[src/rtl/fft_pkg.sv]
// Shared FFT constants, the loader state enumeration and the bank/address record.
package fft_pkg;

  localparam int N_SAMPLES = 1024;
  localparam int N_BANK    = 4;
  localparam int ADDR_W    = 8;
  localparam int IDX_W     = $clog2(N_SAMPLES);
  localparam int SEL_W     = $clog2(N_BANK);

  // Chip-select code the address/data muxes use while the loader owns the RAM.
  localparam logic [2:0] CS_LOAD = 3'b001;

  typedef enum logic [1:0] {
    ST_IDLE  = 2'd0,
    ST_LOAD  = 2'd1,
    ST_FLUSH = 2'd2,
    ST_DONE  = 2'd3
  } ld_state_t;

  typedef struct packed {
    logic [SEL_W-1:0]  sel;
    logic [ADDR_W-1:0] cnt;
  } bank_addr_t;

endpackage

[src/rtl/fft_idx_map.sv]
// Sample index -> {bank, address}. FFT_IN_BITREV_EN selects bit-reversed order
// for a decimation-in-time schedule; otherwise banks fill contiguously.
module fft_idx_map
  import fft_pkg::*;
(
  input  logic [IDX_W-1:0]  i_idx,
  output logic [SEL_W-1:0]  o_sel,
  output logic [ADDR_W-1:0] o_cnt
);

  logic [IDX_W-1:0] w_map;
  bank_addr_t       w_ba;

`ifdef FFT_IN_BITREV_EN
  for (genvar b = 0; b < IDX_W; b++) begin : g_rev
    assign w_map[b] = i_idx[IDX_W-1-b];
  end
`else
  assign w_map = i_idx;
`endif

  assign w_ba  = bank_addr_t'(w_map);
  assign o_sel = w_ba.sel;
  assign o_cnt = w_ba.cnt;

endmodule

[src/rtl/fft_in_loader.sv]
// FFT input loader: one complex sample per handshake into the four-bank RAM.
// Index mapping (natural or bit-reversed via FFT_IN_BITREV_EN) lives in fft_idx_map.
module fft_in_loader #(
  parameter int N_BANK = 4,
  parameter int ADDR_W = 8,
  parameter int DATA_W = 16
) (
  input  logic                      clk,
  input  logic                      rst_n,
  input  logic                      start,
  input  logic                      in_valid,
  output logic                      in_ready,
  input  logic [DATA_W-1:0]         din_re,
  input  logic [DATA_W-1:0]         din_im,
  output logic [2*DATA_W-1:0]       buffer,
  output logic [ADDR_W-1:0]         cnt,
  output logic [$clog2(N_BANK)-1:0] sel,
  output logic                      ctrl,
  output logic                      load_busy,
  output logic                      frame_done,
  output logic                      ovf
);
  import fft_pkg::*;

  localparam logic [IDX_W-1:0] K_LAST = IDX_W'(N_SAMPLES - 1);

  ld_state_t                  r_state;
  logic [IDX_W-1:0]           r_k;
  logic [2*DATA_W-1:0]        r_buf;
  logic [ADDR_W-1:0]          r_cnt;
  logic [$clog2(N_BANK)-1:0]  r_sel;
  logic                       r_ctrl;
  logic                       r_ovf;

  logic [SEL_W-1:0]           w_sel;
  logic [ADDR_W-1:0]          w_cnt;

  fft_idx_map u_map (
    .i_idx (r_k),
    .o_sel (w_sel),
    .o_cnt (w_cnt)
  );

  always_ff @(posedge clk or negedge rst_n) begin
    if (!rst_n) begin
      r_state <= ST_IDLE;
      r_k     <= '0;
      r_buf   <= '0;
      r_cnt   <= '0;
      r_sel   <= '0;
      r_ctrl  <= 1'b0;
      r_ovf   <= 1'b0;
    end else begin
      r_ctrl <= 1'b0;
      case (r_state)
        ST_IDLE: begin
          if (start) begin
            r_state <= ST_LOAD;
            r_k     <= '0;
            r_ovf   <= 1'b0;
          end
        end
        ST_LOAD: begin
          if (in_valid) begin
            r_ctrl <= 1'b1;
            r_buf  <= {din_re, din_im};
            r_sel  <= w_sel;
            r_cnt  <= w_cnt;
            // k parks at the last index; only the next start rewinds it.
            if (r_k == K_LAST) r_state <= ST_FLUSH;
            else               r_k     <= r_k + 1'b1;
          end
        end
        ST_FLUSH: begin
          r_state <= ST_DONE;
          if (in_valid) r_ovf <= 1'b1;
        end
        ST_DONE: r_state <= ST_IDLE;
        default: r_state <= ST_IDLE;
      endcase
    end
  end

  // Status outputs are pure decodes of the state register.
  assign in_ready   = (r_state == ST_LOAD);
  assign load_busy  = (r_state == ST_LOAD) || (r_state == ST_FLUSH);
  assign frame_done = (r_state == ST_DONE);
  assign buffer     = r_buf;
  assign cnt        = r_cnt;
  assign sel        = r_sel;
  assign ctrl       = r_ctrl;
  assign ovf        = r_ovf;

endmodule
[config.mk]
export PLATFORM = sky130hd
export DESIGN_NAME = fft_in_loader
export DESIGN_NICKNAME = d
export VERILOG_FILES = /design/src/rtl/fft_pkg.sv /design/src/rtl/fft_idx_map.sv /design/src/rtl/fft_in_loader.sv
export SDC_FILE = /design/constraint.sdc
export NUM_CORES = 1
export LEC_CHECK = 0
export ABC_AREA = 1
export BUFFER_PORTS_ARGS = -buffer_cell sky130_fd_sc_hd__buf_2
export CAP_MARGIN = 20
export CORE_UTILIZATION = 35
export DETAILED_ROUTE_END_ITERATION = 7
export GPL_ROUTABILITY_DRIVEN = 0
export PLACE_DENSITY = 0.63
export SYNTH_ARGS = -nofsm -noshare
export SYNTH_HDL_FRONTEND = slang
export SYNTH_HIERARCHICAL = 1
export SYNTH_SLANG_ARGS = --single-unit
[constraint.sdc]
create_clock -name clk -period 1.5 [get_ports clk]
set_clock_uncertainty 0.05 [all_clocks]
set_input_delay 0.375 -clock clk [delete_from_list [all_inputs] [get_ports clk]]
set_output_delay 0.375 -clock clk [all_outputs]
set_load 0.02 [all_outputs]
# [After elaboration in Yosys (flattened, before gate mapping)]
# Cells that the tools add are included.
[totals] register_bits=56 inputBits=36 out_inout_bits=47
[classes] muxes=13 n_eq_ne=9 add_sub_neg=1 reduce_logical=8
[op_table] op="10-bit 2-to-1 mux" n=3
[op_table] op="10-bit case mux with 2 select lines" n=1
[op_table] op="10-bit by 1-bit adder with 10-bit output (second input constant)" n=1
[op_table] op="10-bit == test (second input constant)" n=1
[op_table] op="2-bit inequality test (second input constant)" n=4
[op_table] op="2-bit case mux with 4 select lines" n=1
[op_table] op="2-bit 2-to-1 mux" n=3
[op_table] op="3-bit AND reduction" n=2
[op_table] op="2-bit == test (second input constant)" n=2
[op_table] op="1-bit 2-to-1 mux" n=4
[op_table] op="4-bit AND reduction" n=1
[op_table] op="2-bit nonzero test" n=2
[op_table] op="2-bit by 1-bit == test with 1-bit output (second input constant)" n=1
[op_table] op="2-bit logical NOT" n=1
[op_table] op="2-bit by 1-bit inequality test with 1-bit output (second input constant)" n=1
[op_table] op="1-bit case mux with 2 select lines" n=1
[op_table] op="2-bit AND reduction" n=1
[op_table] op="1-bit logical OR" n=1

# [Logic depth before layout (Yosys ltp)]
# Gate-level depths: netlist of the first run.
[depth] depth_word=4 depth_mapped=9

# [By module]
# Netlist of the first run, hierarchy kept.
[by_module_without_submodules] mod="fft_in_loader" area_per_inst_um2=2459.9 cells_per_inst=299 n_inst=1
[by_module_without_submodules] mod="fft_idx_map" area_per_inst_um2=75.1 cells_per_inst=10 n_inst=1

# [Worst setup path after synthesis of the first run]
# Ideal clock, no wire load.
[synth_path] path_type="reg-to-reg" from="register r_state[1]" to="register r_state[1]" stages_incl_launch_ff=10 path_slack_ns=-0.175 t_arrival_ns=1.547 required_time_ns=1.373 path_cell_list="dfrtp_1 > inv_1 > ha_1 > clkbuf_8 > inv_1 > o21ai_2 > inv_2 > nand2_1 > nor2_1 > a21oi_1"
[synth_between] elab_chain_len=3 word_cells_on_any_way=9 cone_classes="eq/ne (6); mux (1); reduce/logical (2)"
[synth_rtl] element="start: declaration" line="fft_in_loader.sv:27" text="ld_state_t r_state;"
[synth_rtl] element="start signal: assignment" line="fft_in_loader.sv:46" text="r_state <= ST_IDLE;"
[synth_rtl] element="start signal: assignment" line="fft_in_loader.sv:58" text="r_state <= ST_LOAD;"
[synth_rtl] element="start signal: assignment" line="fft_in_loader.sv:70" text="if (r_k == K_LAST) r_state <= ST_FLUSH;"
[synth_rtl] element="2-bit by 1-bit == test with 1-bit output *"
[synth_rtl] element="named net in_ready" line="fft_in_loader.sv:12" text="output logic in_ready,"
[synth_rtl] element="2-bit by 1-bit inequality test with 1-bit output (no line) or 2-bit inequality test (tied branches)"
[synth_rtl] element="3-bit AND reduction (no line)"
# Mark *: on every way through the listed nets, which the timed path passes. The rest lies on a longest branch.
# A chain may end at the register's enable or synchronous reset.

# [Worst setup path in the final report of the first run]
[layout_path] from="register r_state[0]" to="output port frame_done"
[layout_between] elab_chain_len=1
[layout_rtl] element="2-bit == test" line="fft_in_loader.sv:87" text="assign frame_done = (r_state == ST_DONE);"
[layout_rtl] element="end: declaration" line="fft_in_loader.sv:20" text="output logic frame_done,"
# Every way passes these cells.

==> flow_summary.yaml, run 1 <==
status:
  outcome: "complete, but fails checks"
  violations: "negative setup slack"
floorplanning:
  die_width_um: 87.1
  die_y_um: 87.1
  ios: 83
  placement_rows: 30
  die_area_sq_mm: 0.00759
  floorplan.core_area_sq_mm: 0.00691
  initial_core_util_pct: 36.7
setup_path:
  timing.rr.start: "r_state[1]$_DFFE_PN0P_"
  critical_path_required_ps: 1070
  crit_path_start: "r_state[0]$_DFFE_PN0P_"
  path_class: "flip-flop to output pin"
  ff2ff_path_depth: 9
  largest_fanout_of_any_net_on_the_critical_path: 3
  critical_path.reg2reg.endpoint: "r_k[2]$_DFFE_PN0P_"
  cp.arrival_ps: 1180
  critical_path.startpoint_type: "flip-flop"
  crit_path_end_kind: "output pin"
  setup.reg_to_reg.worst_slack_ps: -40
routing:
  antenna_violating_nets_post_route: 0
  drcViolationCount: 0
  vias: 2269
  drt_iter0_markers: 122
  routed_via_density: 4.49
  routedWlPerCell_um: 11.7
  firstDrtPassIters: 4
  route.final.wire_length_mm: 5.89
place:
  dp_slack_ps: 6.74
  port_buffers: 82
  dpl.hpwl_mm: 3.97
  post_dp_cell_area_sq_mm: 0.00314
min_path:
  min-delay-path-class: "input port to asynchronous set/reset pin"
yosys:
  synth-seq-area-share_pct: 55.3
  yosys.area_share.simple_pct: 32.4
  synth_area_sq_mm: 0.00253
  synth-compound-area-share_pct: 2.67
  synth_top_family_by_area: "simple AND/OR/NAND/NOR gates"
  synth_mux_area_share_pct: 0
  synth-xor-area-share_pct: 0.346
  yosysWarnings: 6
  synth_adder_area_share_pct: 2.47
  post_synth_inst_count: 309
  synthesized_area_divided_by_synthesized_cell_count_sq_um: 8.20
  postSynthRegisterBits: 56
  net_count_after_synthesis: 350
  post_synth_num_cell_types: 23
job:
  max_cap_viol_count: 0
grt:
  first_global_vias: 2267
  grt_use_total_pct: 16.4
  grt_pass1_wl_mm: 9.97
  antenna_found_initial: 0
  gr_overflow_total: 0
  pin_count_of_the_biggest_net_entering_global_routing: 57
timing:
  fin_crit_ps: 1600
  fin_hold_ws_ps: 5.35
  report.final.slew_viol_count: 0
  timing.fmax_ghz: 0.625
  timing.final.ws_setup_ps: -101
  maxSlewHeadroom_pct: 80.2
  setup-violations-final: 12
  timing.final.crit_share_pct: 107
  setup_repair_after_global_routing_missed_its_margin: "yes"
  final_hold_viol_count: 0
  worstMarginPinSlew_ps: 295
  setup_tns_ps: -519
clock_network:
  ctsRootBufferMaster: "sky130_fd_sc_hd__clkbuf_8"
  cts_num_sinks: 56
  cts-buffers-inserted: 5
  postCtsHoldBufs: 0
  clock_buffer_depth: 2
  cts_tree: "built"
  worstSkewPairLatency_ps: 300
  ctsHtreeMaxLevel: 2
  clk_pin_slew_worst_paths_ps: 90
power_and_ir_drop:
  power.density_mw_per_mm2: 1910
  p_leak_nw: 1.94
  worst_ir_drop_vdd_mv: 1.39
layout:
  antenna-diode-count: 0
  stdcell_area_sq_mm: 0.00344
  mostFrequentLayoutCells: "164 x sky130_fd_sc_hd__nand2_1, 79 x sky130_fd_sc_hd__buf_2, 56 x sky130_fd_sc_hd__dfrtp_1, 21 x sky130_fd_sc_hd__buf_4, 16 x sky130_fd_sc_hd__nor2_1"
  final_common_cell: "sky130_fd_sc_hd__nand2_1"
  drive_gt1_share_pct: 34.2
  synthToLayoutAreaGrowth_pct: 35.9
  layout.filler_cells: 710
  design.final.nets: 450
[worst max path at each step]
stage                                        end
after floorplan           r_state[1]$_DFFE_PN0P_
after global placement    r_state[1]$_DFFE_PN0P_
after detailed placement  r_state[0]$_DFFE_PN0P_
after CTS                              load_busy
after global routing                  frame_done
final                                 frame_done
[worst max-delay path: stages (launching register included)]
cell                      delay [ps]
sky130_fd_sc_hd__dfrtp_1         420
sky130_fd_sc_hd__buf_4           150
sky130_fd_sc_hd__ha_2            180
sky130_fd_sc_hd__buf_6           130
[flip-flops by register name (all words and copies together) (netlist names)]
register  count
buffer       32
r_k          10
cnt           8
r_state       2
sel           2
ctrl          1
ovf           1
[where the power goes]
group	internal [W]	total, W	switching (W)
Combinational	0.00124	0.00323	0.00199
Sequential	0.00199	0.00222	0.000229
Clock	0.000657	0.00112	0.000461
Total	0.00389	0.00656	0.00268
[Yosys cell counts, drive strengths merged]
| master | number | share of area (%) |
|---|---|---|
| dfrtp | 56 | 55 |
| ha | 5 | 2.5 |
| buf | 14 | 3.8 |
| clkbuf | 5 | 1.1 |
| nand3 | 12 | 2.6 |
| o21ai | 3 | 0.74 |
| nand3b | 1 | 0.30 |
| xnor2 | 1 | 0.35 |
| nand2 | 171 | 27 |
| o21a | 1 | 0.30 |
| nor2 | 19 | 3.0 |
| a31oi | 1 | 0.25 |
| inv | 12 | 1.8 |
| a21oi | 7 | 1.4 |
| clkinv | 1 | 0.15 |
[cell type report]
type	instances	area (sq um)	area share (%)
flip-flops and latches	56	1400	40.7
well taps	96	120	3.49
multi-input cells	223	1060	30.7
clock buffers	5	68.8	2.00
repair buffers	110	683	19.8
inverters	13	55.1	1.60
clock inverters	2	60.1	1.74
[through the flow]
stage	util (%)	std cells	power (W)
6_report	49.9	505	0.00656
5_1_grt	49.9	505	0.00704
4_1_cts	48.9	502	0.00641
3_5_place_dp	45.4	489	0.00499
3_3_place_gp	45.4	489	0.00492
2_1_floorplan	-	309	0.00404
[cells by family after synthesis]
family / Yosys count
and+or+nand+nor: 203
buffers and inverters: 32
DFF: 56
xor gates and xnor gates: 1
AOI/OAI and AO/OA: 12
adders and majority gates: 5
[routing by layer]
layer / vias to the layer above / global-route usage, % / share of wire [%]
li1: 1131 / - / -
met1: 1067 / 20.4 / 47
met2: 65 / 28.8 / 46
met3: 6 / 3.41 / 5.3
met4: 0 / 4.62 / 0.92
met5: - / 0 / 0
[repair_timing]
| item | 4_1_cts | 5_1_grt |
|---|---|---|
| pin swaps | 3 | 2 |
| setup buffers | 6 | 1 |
| gates cloned | 0 | 2 |
| resized for setup | 16 | 11 |
| setup endpoints to repair | 4 | 57 |
No activity file was read; power rests on OpenSTA's default activity.
==> run 2, diff against run 1 <==
--- a/config.mk
+++ b/config.mk
@@ -8,10 +8,10 @@
 export ABC_AREA = 1
 export BUFFER_PORTS_ARGS = -buffer_cell sky130_fd_sc_hd__buf_2
 export CAP_MARGIN = 20
-export CORE_UTILIZATION = 35
+export CORE_UTILIZATION = 45
 export DETAILED_ROUTE_END_ITERATION = 7
 export GPL_ROUTABILITY_DRIVEN = 0
-export PLACE_DENSITY = 0.63
+export PLACE_DENSITY = 0.77
 export SYNTH_ARGS = -nofsm -noshare
 export SYNTH_HDL_FRONTEND = slang
 export SYNTH_HIERARCHICAL = 1
==> flow_summary.yaml, run 2 (same netlist as run 1, synthesis figures left out) <==
status:
  outcome: "complete, but fails checks"
  violations: "negative hold slack, negative setup slack"
place:
  dp_slack_ps: -90.0
  dpl.hpwl_mm: 3.81
  post_dp_cell_area_sq_mm: 0.00304
  port_buffers: 82
  place_inst: 454
floorplanning:
  die_width_um: 77.1
  initial_core_util_pct: 48.1
  die_y_um: 77.1
  ios: 83
  placement_rows: 26
  floorplan.core_area_sq_mm: 0.00527
  die_area_sq_mm: 0.00594
layout:
  final_common_cell: "sky130_fd_sc_hd__nand2_1"
  utilization_pct: 63.3
  register_area_sq_mm: 0.00140
  largest_register_ffs: 32
  layout.filler_cells: 453
  multi_input_area_sq_mm: 0.00109
  design.final.nets: 442
  number_of_standard_cells_in_the_final_layout_excluding_fillers: 472
  antenna-diode-count: 0
  stdcell_area_sq_mm: 0.00334
  drive_gt1_share_pct: 33.8
  synthToLayoutAreaGrowth_pct: 31.7
  mostFrequentLayoutCells: "164 x sky130_fd_sc_hd__nand2_1, 79 x sky130_fd_sc_hd__buf_2, 56 x sky130_fd_sc_hd__dfrtp_1, 17 x sky130_fd_sc_hd__buf_4, 15 x sky130_fd_sc_hd__nor2_1"
clock_network:
  clk_pin_slew_worst_paths_ps: 90
  cts_tree: "built"
  worstSkewPairLatency_ps: 310
  ctsRootBufferMaster: "sky130_fd_sc_hd__clkbuf_8"
  cts-buffers-inserted: 5
  cts_num_sinks: 56
  ctsHtreeMaxLevel: 2
  clock_buffer_depth: 2
  postCtsHoldBufs: 0
timing:
  setup_repair_after_global_routing_missed_its_margin: "yes"
  timing.final.crit_share_pct: 108
  maxSlewHeadroom_pct: 80.8
  timing.fmax_ghz: 0.619
  report.final.slew_viol_count: 0
  worstMarginPinSlew_ps: 287
  final_hold_viol_count: 6
  timing.final.ws_setup_ps: -116
  setup-violations-final: 3
  fin_crit_ps: 1620
  fin_hold_ws_ps: -2.15
setup_path:
  critical_path.startpoint_type: "flip-flop"
  critical_path.cell_chain: "buf_4 -> ha_2 -> buf_6"
  cp_slowest_stage_delay_ps: 420
  critical_path_required_ps: 1070
  crit_path_end_kind: "output pin"
  path_class: "flip-flop to output pin"
  slowest_stage: "sky130_fd_sc_hd__dfrtp_1"
  cp.arrival_ps: 1190
  largest_fanout_of_any_net_on_the_critical_path: 3
routing:
  vias: 2234
  routedWlPerCell_um: 12.3
  route.final.wire_length_mm: 5.81
  firstDrtPassIters: 4
  routed_via_density: 4.73
  drcViolationCount: 0
  antenna_violating_nets_post_route: 0
  drt_iter0_markers: 162
power_and_ir_drop:
  worst_ir_drop_vdd_mv: 1.25
  combPwrFrac_pct: 51.1
  p_switching_w: 0.00270
  clkPwrFrac_pct: 13.2
  seqPwrFrac_pct: 35.7
  p_total_w: 0.00622
  power.internal_w: 0.00352
  power.density_mw_per_mm2: 1860
  swShare_pct: 43.4
  p_leak_nw: 1.90
grt:
  grt_pass1_wl_mm: 9.76
  pin_count_of_the_biggest_net_entering_global_routing: 57
  first_global_vias: 2178
  gr_overflow_total: 0
  antenna_found_initial: 0
  grt_use_total_pct: 20.8
min_path:
  min-delay-path-class: "input port to asynchronous set/reset pin"
job:
  max_cap_viol_count: 0
==> run 2: cell types whose count changed in the layout (fill, tap and decap cells not counted), moves of 2 or more <==
cell,change
sky130_fd_sc_hd__nor2_4,+2
sky130_fd_sc_hd__buf_4,-4
sky130_fd_sc_hd__nand2_4,+2
sky130_fd_sc_hd__inv_6,+2
sky130_fd_sc_hd__buf_6,-4
sky130_fd_sc_hd__nand2_2,-2
sky130_fd_sc_hd__inv_4,-2
sky130_fd_sc_hd__bufinv_16,-2
==> run 2: area by class of cell <==
cell class	instances	share of cell area (%)
timing repair buffer	102	18.2
clock buffer	5	2.06
sequential	56	42.0
tap	70	2.62
inverter	13	1.65
multi-input combinational	223	32.8
clock inverter	3	0.675
==> run 2: worst paths after layout <==
kind                                              from                endpoint  slack, ps  depth (start not counted)
worst max-delay path            r_state[0]$_DFFE_PN0P_              frame_done       -120                          3
worst min-delay path                             rst_n   buffer[3]$_DFFE_PN0P_         -2                          2
worst max register to register  r_state[0]$_DFFE_PN0P_      cnt[7]$_DFFE_PN0P_         20                          7
worst min register to register      cnt[0]$_DFFE_PN0P_      cnt[0]$_DFFE_PN0P_        430                          2
max in group asynchronous                        rst_n         ovf$_DFFE_PN0P_       1170                          2
min in group clk                            din_re[15]  buffer[31]$_DFFE_PN0P_        200                          3
==> run 2: critical path: cells and delay by family, from the launching register on <==
| kind | cells | cell delay (ps) |
|---|---|---|
| buf+inv | 2 | 280 |
| flops | 1 | 420 |
| fa+ha+maj | 1 | 180 |
==> run 2: what timing repair did <==
item / in CTS / in global routing
cloned: 2 / 0
endpoints found under the setup margin: 7 / 50
setup buffers: 5 / 4
pin swaps: 4 / 3
resized for setup: 19 / 11
==> run 2: per-stage QoR <==
stage	setup TNS (ps)	hold slack, ps
4_1_cts	-319	7.39
3_5_place_dp	-155	343
6_report	-334	-2.15
3_3_place_gp	0	348
2_1_floorplan	0	29.4
5_1_grt	-1040	6.97
==> run 2: layer usage <==
layer  global-route usage (%)  routed length [um]  vias to the layer above
li1                         -                   -                     1116
met4                     6.60                  75                        0
met5                        0                   0                        -
met3                     5.00                 375                        8
met1                     25.7                2600                     1027
met2                     35.7                2760                       83
==> run 2: power groups by stage <==
stage	Clock, W	Sequential, W	Combinational, W
3_5_place_dp	0	0.00226	0.00269
5_1_grt	0.000904	0.00228	0.00345
2_1_floorplan	0	0.00281	0.00123
4_1_cts	0.000844	0.00222	0.00311
6_report	0.000820	0.00222	0.00318
3_3_place_gp	0	0.00224	0.00261
